==> config.mk <==
export PLATFORM = sky130hd
export DESIGN_NAME = mem_port_arbiter_flat
export DESIGN_NICKNAME = d
export VERILOG_FILES = /design/src/rtl/mem_port_arbiter_if.sv /design/src/rtl/mem_port_arbiter.sv /design/src/flat_wrapper.sv
export SDC_FILE = /design/constraint.sdc
export NUM_CORES = 1
export LEC_CHECK = 0
export CAP_MARGIN = 20
export CORE_ASPECT_RATIO = 1.5
export CORE_MARGIN = 8
export CORE_UTILIZATION = 42
export DETAILED_ROUTE_END_ITERATION = 12
export GPL_ROUTABILITY_DRIVEN = 0
export PLACE_DENSITY = 0.85
export SLEW_MARGIN = 20
export SYNTH_ARGS = -nofsm -noshare
export SYNTH_HDL_FRONTEND = slang
export SYNTH_SLANG_ARGS = --single-unit
==> constraint.sdc <==
create_clock -name clk -period 5.28 [get_ports clk]
set_input_delay 1.056 -clock clk [delete_from_list [all_inputs] [get_ports clk]]
set_output_delay 1.056 -clock clk [all_outputs]
set_load 0.02 [all_outputs]
==> src/rtl/mem_port_arbiter_if.sv <==
// Pipeline-side (IF and MEM stage) and memory-side signals of the unified memory arbiter.
// The arbiter uses the slave view; the pipeline and memory model drive through the master view.
interface mem_port_arbiter_if #(
    parameter int ADDR_W = 32,
    parameter int DATA_W = 32
);
    logic              if_req;
    logic [ADDR_W-1:0] if_addr;
    logic              if_flush;
    logic              if_ack;
    logic [DATA_W-1:0] if_rdata;
    logic              if_stall;

    logic              dm_req;
    logic              dm_we;
    logic [ADDR_W-1:0] dm_addr;
    logic [DATA_W-1:0] dm_wdata;
    logic [2:0]        dm_type;
    logic              dm_ack;
    logic [DATA_W-1:0] dm_rdata;
    logic              dm_stall;

    logic              mem_req;
    logic              mem_we;
    logic [ADDR_W-1:0] mem_addr;
    logic [DATA_W-1:0] mem_wdata;
    logic [2:0]        mem_type;
    logic [DATA_W-1:0] mem_rdata;
    logic              mem_ready;

    modport master (
        output if_req, if_addr, if_flush,
        input  if_ack, if_rdata, if_stall,
        output dm_req, dm_we, dm_addr, dm_wdata, dm_type,
        input  dm_ack, dm_rdata, dm_stall,
        input  mem_req, mem_we, mem_addr, mem_wdata, mem_type,
        output mem_rdata, mem_ready
    );

    modport slave (
        input  if_req, if_addr, if_flush,
        output if_ack, if_rdata, if_stall,
        input  dm_req, dm_we, dm_addr, dm_wdata, dm_type,
        output dm_ack, dm_rdata, dm_stall,
        output mem_req, mem_we, mem_addr, mem_wdata, mem_type,
        input  mem_rdata, mem_ready
    );
endinterface

==> src/rtl/mem_port_arbiter.sv <==
// Shares one single-port memory between instruction fetch and data access:
// data side wins by default, fetch is forced through after STARVE_LIMIT losses, redirects drop fetches.
module mem_port_arbiter #(
    parameter int ADDR_W       = 32,
    parameter int DATA_W       = 32,
    parameter int STARVE_LIMIT = 4,
    parameter int CNT_W        = 3
) (
    input  logic              clk,
    input  logic              rstn,
    mem_port_arbiter_if.slave bus
);

    typedef enum logic [1:0] {
        IDLE    = 2'd0,
        BUSY_IF = 2'd1,
        BUSY_DM = 2'd2
    } state_t;

    localparam logic [CNT_W-1:0] LIMIT = CNT_W'(STARVE_LIMIT);

    state_t            state_q, state_d;
    logic [CNT_W-1:0]  cnt_q, cnt_d;
    logic              drop_q, drop_d;
    logic              if_ack_q, if_ack_d;
    logic              dm_ack_q, dm_ack_d;
    logic [DATA_W-1:0] if_rdata_q, if_rdata_d;
    logic [DATA_W-1:0] dm_rdata_q, dm_rdata_d;
    logic              mem_req_q, mem_req_d;
    logic              mem_we_q, mem_we_d;
    logic [ADDR_W-1:0] mem_addr_q, mem_addr_d;
    logic [DATA_W-1:0] mem_wdata_q, mem_wdata_d;
    logic [2:0]        mem_type_q, mem_type_d;

    logic if_valid;
    logic dm_valid;
    logic if_wins;

    // A requester whose ack is showing is still holding the request that was just served.
    assign if_valid = bus.if_req & ~if_ack_q & ~bus.if_flush;
    assign dm_valid = bus.dm_req & ~dm_ack_q;
    assign if_wins  = if_valid & (~dm_valid | (cnt_q == LIMIT));

    // NOTE: every variable driven here gets its default before the case, so no path leaves one unassigned and no latch is inferred.
    always_comb begin
        state_d     = state_q;
        cnt_d       = cnt_q;
        drop_d      = drop_q;
        if_ack_d    = 1'b0;
        dm_ack_d    = 1'b0;
        if_rdata_d  = if_rdata_q;
        dm_rdata_d  = dm_rdata_q;
        mem_req_d   = mem_req_q;
        mem_we_d    = mem_we_q;
        mem_addr_d  = mem_addr_q;
        mem_wdata_d = mem_wdata_q;
        mem_type_d  = mem_type_q;

        unique case (state_q)
            IDLE: begin
                if (if_wins) begin
                    state_d     = BUSY_IF;
                    cnt_d       = '0;
                    drop_d      = 1'b0;
                    mem_req_d   = 1'b1;
                    mem_we_d    = 1'b0;
                    mem_addr_d  = bus.if_addr;
                    mem_wdata_d = '0;
                    mem_type_d  = 3'b000;
                end else if (dm_valid) begin
                    state_d     = BUSY_DM;
                    mem_req_d   = 1'b1;
                    mem_we_d    = bus.dm_we;
                    mem_addr_d  = bus.dm_addr;
                    mem_wdata_d = bus.dm_wdata;
                    mem_type_d  = bus.dm_type;
                    // Only a contended loss counts; if_wins already caps cnt at LIMIT.
                    if (if_valid) begin
                        cnt_d = cnt_q + CNT_W'(1);
                    end
                end
            end
            BUSY_IF: begin
                if (bus.if_flush) begin
                    drop_d = 1'b1;
                end
                if (bus.mem_ready) begin
                    state_d   = IDLE;
                    mem_req_d = 1'b0;
                    drop_d    = 1'b0;
                    if (!(drop_q || bus.if_flush)) begin
                        if_ack_d   = 1'b1;
                        if_rdata_d = bus.mem_rdata;
                    end
                end
            end
            BUSY_DM: begin
                if (bus.mem_ready) begin
                    state_d   = IDLE;
                    mem_req_d = 1'b0;
                    dm_ack_d  = 1'b1;
                    if (!mem_we_q) begin
                        dm_rdata_d = bus.mem_rdata;
                    end
                end
            end
            default: begin
                state_d = IDLE;
            end
        endcase
    end

    // NOTE: the synchronous reset clears every register, including the read-data holders, because they are ordinary flops rather than a memory array.
    always_ff @(posedge clk) begin
        if (!rstn) begin
            state_q     <= IDLE;
            cnt_q       <= '0;
            drop_q      <= 1'b0;
            if_ack_q    <= 1'b0;
            dm_ack_q    <= 1'b0;
            if_rdata_q  <= '0;
            dm_rdata_q  <= '0;
            mem_req_q   <= 1'b0;
            mem_we_q    <= 1'b0;
            mem_addr_q  <= '0;
            mem_wdata_q <= '0;
            mem_type_q  <= 3'b000;
        end else begin
            // NOTE: non-blocking assignments let every flop sample the old values at the same edge.
            state_q     <= state_d;
            cnt_q       <= cnt_d;
            drop_q      <= drop_d;
            if_ack_q    <= if_ack_d;
            dm_ack_q    <= dm_ack_d;
            if_rdata_q  <= if_rdata_d;
            dm_rdata_q  <= dm_rdata_d;
            mem_req_q   <= mem_req_d;
            mem_we_q    <= mem_we_d;
            mem_addr_q  <= mem_addr_d;
            mem_wdata_q <= mem_wdata_d;
            mem_type_q  <= mem_type_d;
        end
    end

    assign bus.if_ack    = if_ack_q;
    assign bus.if_rdata  = if_rdata_q;
    assign bus.if_stall  = if_valid;
    assign bus.dm_ack    = dm_ack_q;
    assign bus.dm_rdata  = dm_rdata_q;
    assign bus.dm_stall  = dm_valid;
    assign bus.mem_req   = mem_req_q;
    assign bus.mem_we    = mem_we_q;
    assign bus.mem_addr  = mem_addr_q;
    assign bus.mem_wdata = mem_wdata_q;
    assign bus.mem_type  = mem_type_q;

endmodule

==> src/flat_wrapper.sv <==
// flat-port wrapper written by rule: the top's interface ports become plain ports
module mem_port_arbiter_flat 
#(
    parameter int ADDR_W       = 32,
    parameter int DATA_W       = 32,
    parameter int STARVE_LIMIT = 4,
    parameter int CNT_W        = 3
)
  (clk, rstn, bus_if_req, bus_if_addr, bus_if_flush, bus_if_ack, bus_if_rdata, bus_if_stall, bus_dm_req, bus_dm_we, bus_dm_addr, bus_dm_wdata, bus_dm_type, bus_dm_ack, bus_dm_rdata, bus_dm_stall, bus_mem_req, bus_mem_we, bus_mem_addr, bus_mem_wdata, bus_mem_type, bus_mem_rdata, bus_mem_ready);
  mem_port_arbiter_if #(.ADDR_W(ADDR_W), .DATA_W(DATA_W)) bus_i ();
  input  logic clk;
  input  logic rstn;
  input wire logic [$bits(bus_i.if_req)-1:0] bus_if_req;
  input wire logic [$bits(bus_i.if_addr)-1:0] bus_if_addr;
  input wire logic [$bits(bus_i.if_flush)-1:0] bus_if_flush;
  output wire logic [$bits(bus_i.if_ack)-1:0] bus_if_ack;
  output wire logic [$bits(bus_i.if_rdata)-1:0] bus_if_rdata;
  output wire logic [$bits(bus_i.if_stall)-1:0] bus_if_stall;
  input wire logic [$bits(bus_i.dm_req)-1:0] bus_dm_req;
  input wire logic [$bits(bus_i.dm_we)-1:0] bus_dm_we;
  input wire logic [$bits(bus_i.dm_addr)-1:0] bus_dm_addr;
  input wire logic [$bits(bus_i.dm_wdata)-1:0] bus_dm_wdata;
  input wire logic [$bits(bus_i.dm_type)-1:0] bus_dm_type;
  output wire logic [$bits(bus_i.dm_ack)-1:0] bus_dm_ack;
  output wire logic [$bits(bus_i.dm_rdata)-1:0] bus_dm_rdata;
  output wire logic [$bits(bus_i.dm_stall)-1:0] bus_dm_stall;
  output wire logic [$bits(bus_i.mem_req)-1:0] bus_mem_req;
  output wire logic [$bits(bus_i.mem_we)-1:0] bus_mem_we;
  output wire logic [$bits(bus_i.mem_addr)-1:0] bus_mem_addr;
  output wire logic [$bits(bus_i.mem_wdata)-1:0] bus_mem_wdata;
  output wire logic [$bits(bus_i.mem_type)-1:0] bus_mem_type;
  input wire logic [$bits(bus_i.mem_rdata)-1:0] bus_mem_rdata;
  input wire logic [$bits(bus_i.mem_ready)-1:0] bus_mem_ready;
  assign bus_i.if_req = bus_if_req;
  assign bus_i.if_addr = bus_if_addr;
  assign bus_i.if_flush = bus_if_flush;
  assign bus_if_ack = bus_i.if_ack;
  assign bus_if_rdata = bus_i.if_rdata;
  assign bus_if_stall = bus_i.if_stall;
  assign bus_i.dm_req = bus_dm_req;
  assign bus_i.dm_we = bus_dm_we;
  assign bus_i.dm_addr = bus_dm_addr;
  assign bus_i.dm_wdata = bus_dm_wdata;
  assign bus_i.dm_type = bus_dm_type;
  assign bus_dm_ack = bus_i.dm_ack;
  assign bus_dm_rdata = bus_i.dm_rdata;
  assign bus_dm_stall = bus_i.dm_stall;
  assign bus_mem_req = bus_i.mem_req;
  assign bus_mem_we = bus_i.mem_we;
  assign bus_mem_addr = bus_i.mem_addr;
  assign bus_mem_wdata = bus_i.mem_wdata;
  assign bus_mem_type = bus_i.mem_type;
  assign bus_i.mem_rdata = bus_mem_rdata;
  assign bus_i.mem_ready = bus_mem_ready;
  mem_port_arbiter #(.ADDR_W(ADDR_W), .DATA_W(DATA_W), .STARVE_LIMIT(STARVE_LIMIT), .CNT_W(CNT_W)) u_core (.clk(clk), .rstn(rstn), .bus(bus_i));
endmodule
* Word level (Yosys, flattened, before mapping)
Index checks and enable logic that the tools add are counted.
Cells by class: $add $sub $neg 1, equal/unequal tests 7, mux-type cells 25, bitwise gates (word level) 11, reduce and logical (&&, ||, !) cells 16
Operators by type and width (number):
- two-way mux 32 bit | 4
- AND reduction 3 bit | 6
- two-way mux 3 bit | 5
- two-way mux 1 bit | 10
- nonzero test 2 bit | 4
- two-way mux 2 bit | 3
- inverter 1 bit | 6
- AND reduction 2 bit | 3
- bitwise AND 1 bit | 4
- != test 2 x 1 -> 1 bit (second input constant) | 2
- one-hot mux 1 bit (2 select lines) | 2
- one-hot mux 2 bit (2 select lines) | 1
- adder 3 x 1 -> 3 bit (second input constant) | 1
- equality test 3 bit (second input constant) | 1
- != test 3 x 1 -> 1 bit (second input constant) | 1
- != test 3 bit (second input constant) | 1
- equality test 2 x 1 -> 1 bit (second input constant) | 1
- equality test 2 bit (second input constant) | 1
- zero test 2 bit | 1
- OR reduction 2 bit | 1
- logical OR 1 bit | 1
- OR 1 bit | 1
Word-level totals: flip-flop bits (word level) 141, input bits 138, output and inout port bits 137, logic and storage cells 72

* Depth between registers and ports, before layout
depth in word-level cells 7, gate-level depth with buffers 9, gate-level depth less buffers 6

* Worst setup path after synthesis
No wires, ideal clock.
path type input to output, from input port bus_if_flush, to output port bus_if_stall, arrival time 1.690 ns, data required time 4.224 ns, path slack 2.534 ns, stages on the path 3, buffers on the path 1, cell sequence or3b_1 buf_2 inv_2
On the way: word-level cells in the longest chain between the ends 2
Ends and longest elaborated chain:
- start: declaration | line flat_wrapper.sv:15 | input wire logic [$bits(bus_i.if_flush)-1:0] bus_if_flush;
- inverter 1 bit | line mem_port_arbiter.sv:40 | assign if_valid = bus.if_req & ~if_ack_q & ~bus.if_flush;
- bitwise AND 1 bit | line mem_port_arbiter.sv:40
- end: declaration | line flat_wrapper.sv:18 | output wire logic [$bits(bus_i.if_stall)-1:0] bus_if_stall;
No other way between the ends.

* Worst setup path in the final report
Same ends and word-level chain as after synthesis.

==> summary.txt <==
first-pass GRT wire length: 28900 um
CTS Sinks: 141
leading area contributor after synthesis: dfxtp_1
most used cell, CP: clkdlybuf4s50_1
Max Slew Vio Count: 0
Max-slew headroom: 0.514
clk_lat worst skew: 400 ps
final WL: 18700 um
Max Root-Sink Buffers: 2
post-synthesis register bit count: 141
Worst Tran Pin Value: 729 ps
Tmin final: 3940 ps
RSZ-0062 raised after global routing: false
Cells after Synth: 599
switching share of power: 0.270
synth top area cells: dfxtp_1, nand2_1, a21oi_1
post-synthesis cell area: 0.00512 mm2
ys async rst share: 0
filler instances: 842
period utilisation layout: 0.746
CTS resizes: 0
TritonCTS clock tree: done
Data arrival, critical path: 2880 ps
post-CTS setup buffers: 0
Fmax: 254 MHz
grt ovf: 0
area fraction of the dominant cell type after synthesis: 0.551
top-count cell post-synth: nand2_1
cells along the critical path: clkdlybuf4s50_1 -> or3b_1 -> inv_2 -> clkdlybuf4s50_1
fin cells: 1020
starting density of the core: 0.428
NetSw: 0.000888 W
TritonCTS Buffers: 17
die width: 106 um
outcome: finished, final reports clean
1st-pass router iterations: 5
DRC: 0
GRT Total Usage: 0.227
CP max stage delay: 630 ps
Vias/cell: 5.19
DP HPWL: 13600 um
syn nets: 743
Reg2Reg Setup Slack: 3180 ps
Via Count: 5298
CP startpoint kind: primary input
Die Ht: 151 um
reported max-cap violation count: 0
combinational power share: 0.217
htree depth: 4
Synthesis Warnings: 0
CTS root buffer: clkbuf_16
count of hold-fix buffers inserted at cts: 0
Cell Pwr Density: 383 mW/mm2
row cnt: 49
Reg power frac: 0.372
Int Power: 0.00240 W
Die ar.: 0.0161 mm2
critical path's top delay family: buffers and inverters
Yosys cell types: 34
Final setup viols: 0
main flop type after synthesis: dfxtp_1
core area: 0.0120 mm2
Initial DRC Count: 249
Worst Path Buf+Inv: 3
port bufs: 274
Ports: 275
final core utilization: 0.718
Final ANT Viol Nets: 0
EDFF count, synth: 0
share of cells above drive strength 1: 0.0590
Hold Path Class: flop to flop
per-cell routed wire length: 18.3 um
worst-path fanout max: 6
largest net degree at the start of global routing: 71
antenna violations before repair: 2
Worst-path clk slew: 60 ps
peak supply drop: 0.187 mV
kind of critical path: primary input to output pin
nets: 996
Seq/Total Area, Yosys: 0.551
cell count after placement: 986
leakage: 3.17 nW
clk_skew: 9.23 ps
vias in the first global route: 5453
Post-synth top cells: nand2_1, dfxtp_1, a21oi_1
Fin Setup TNS: 0 ps
crit end category: output pin
Hold Fails Final Rpt: 0
Mapped Avg Cell Area: 8.55 um2
area delta synth->final: 67.6%
Clock power frac: 0.411
Critical-path top delay cell: clkdlybuf4s50_1
Critical Path RT: 4220 ps
-- cell usage in the layout (no fill, tap or decap), types with 2 or more instances in the layout --
| master | netlist | routed |
|---|---|---|
| inv_6 | 0 | 3 |
| inv_2 | 4 | 4 |
| clkbuf_1 | 35 | 2 |
| a31oi_1 | 33 | 33 |
| nand3_1 | 2 | 2 |
| nor2_2 | 1 | 2 |
| nand2_1 | 196 | 196 |
| dfxtp_1 | 141 | 141 |
| o21ai_0 | 2 | 2 |
| ha_1 | 6 | 6 |
| inv_1 | 6 | 6 |
| clkdlybuf4s50_1 | 0 | 274 |
| a22o_1 | 36 | 36 |
| clkinv_4 | 0 | 2 |
| buf_4 | 3 | 8 |
| diode_2 | 0 | 2 |
| nor2_1 | 6 | 5 |
| clkbuf_16 | 0 | 17 |
| o21ai_1 | 31 | 31 |
| a21oi_1 | 68 | 68 |
| nor3_1 | 2 | 2 |
| bufinv_16 | 0 | 6 |
-- metrics by stage --
step / setup slack [ps] / total power (W) / instance area [um2] / hold WS [ps]
CTS: 1350 / 0.00331 / 8580 / 455
finish: 1340 / 0.00329 / 8580 / 454
detailed placement: 1360 / 0.00196 / 7910 / 447
global route: 1280 / 0.00341 / 8580 / 474
floorplan: 2530 / 0.00159 / 5120 / 453
global placement: 1390 / 0.00194 / 7910 / 440
-- kinds of logic (layout without fill, tap and decap cells) --
family                   after synthesis  after routing  share of synthesized area
buffers and inverters                 58            324                     0.0508
AND/OR/NAND/NOR                      213            213                      0.162
XOR/XNOR                               2              2                    0.00342
multiplexers                           1              1                    0.00195
adder cells (fa/ha/maj)                6              6                     0.0147
flip-flops                           141            141                      0.551
other                                  0              2                          0
AO/OA/AOI/OAI                        178            178                      0.216
-- metal layers --
layer | part of all wire | track usage | wire length (um) | vias to the layer above
li1 | - | - | - | 2551
met1 | 0.36 | 0.228 | 6700 | 2492
met2 | 0.54 | 0.406 | 10100 | 213
met3 | 0.061 | 0.0660 | 1140 | 42
met4 | 0.037 | 0.136 | 684 | 0
met5 | 0 | 0 | 0 | -
-- final timing paths --
path / start / depth (start not counted) / endpoint
worst max-delay path: bus_if_flush / 4 / bus_if_stall
worst min-delay path: u_core.bus.if_rdata[7] / 2 / u_core.bus.if_rdata[7]
worst max register to register: u_core.state_q[1] / 5 / u_core.bus.if_rdata[20]
worst min register to register: u_core.bus.if_rdata[7] / 2 / u_core.bus.if_rdata[7]
-- power by group through the flow --
| stage | registers [W] | clock network (W) | logic, W |
|---|---|---|---|
| floorplan | 0.00136 | 0 | 0.000234 |
| global placement | 0.00124 | 0 | 0.000698 |
| detailed placement | 0.00124 | 0 | 0.000712 |
| CTS | 0.00122 | 0.00137 | 0.000717 |
| global route | 0.00124 | 0.00142 | 0.000760 |
| finish | 0.00122 | 0.00135 | 0.000714 |
-- state kept, by name, summed over array words and instances, names as in the netlist --
signal                flops
u_core.bus.if_ack         1
u_core.bus.mem_wdata     32
u_core.cnt_q              3
u_core.bus.mem_addr      32
u_core.bus.mem_type       3
u_core.drop_q             1
u_core.state_q            2
u_core.bus.dm_rdata      32
u_core.bus.dm_ack         1
u_core.bus.mem_we         1
u_core.bus.mem_req        1
u_core.bus.if_rdata      32
-- worst min-delay path: stages (launching register included) --
cell     delay, ps
dfxtp_1        310
nand2_1         50
a21oi_1         50
-- area by class of cell --
class / instances / area (um2) / area share
well taps: 153 / 191 / 0.0223
multi-input cells: 400 / 2060 / 0.239
flip-flops and latches: 141 / 2820 / 0.329
inverters: 10 / 37.5 / 0.00437
clock inverters: 13 / 236 / 0.0275
clock buffers: 19 / 433 / 0.0504
repair buffers: 282 / 2800 / 0.326
diodes: 2 / 5.00 / 0.000583
Note: power is estimated with default switching activity, not from simulation.
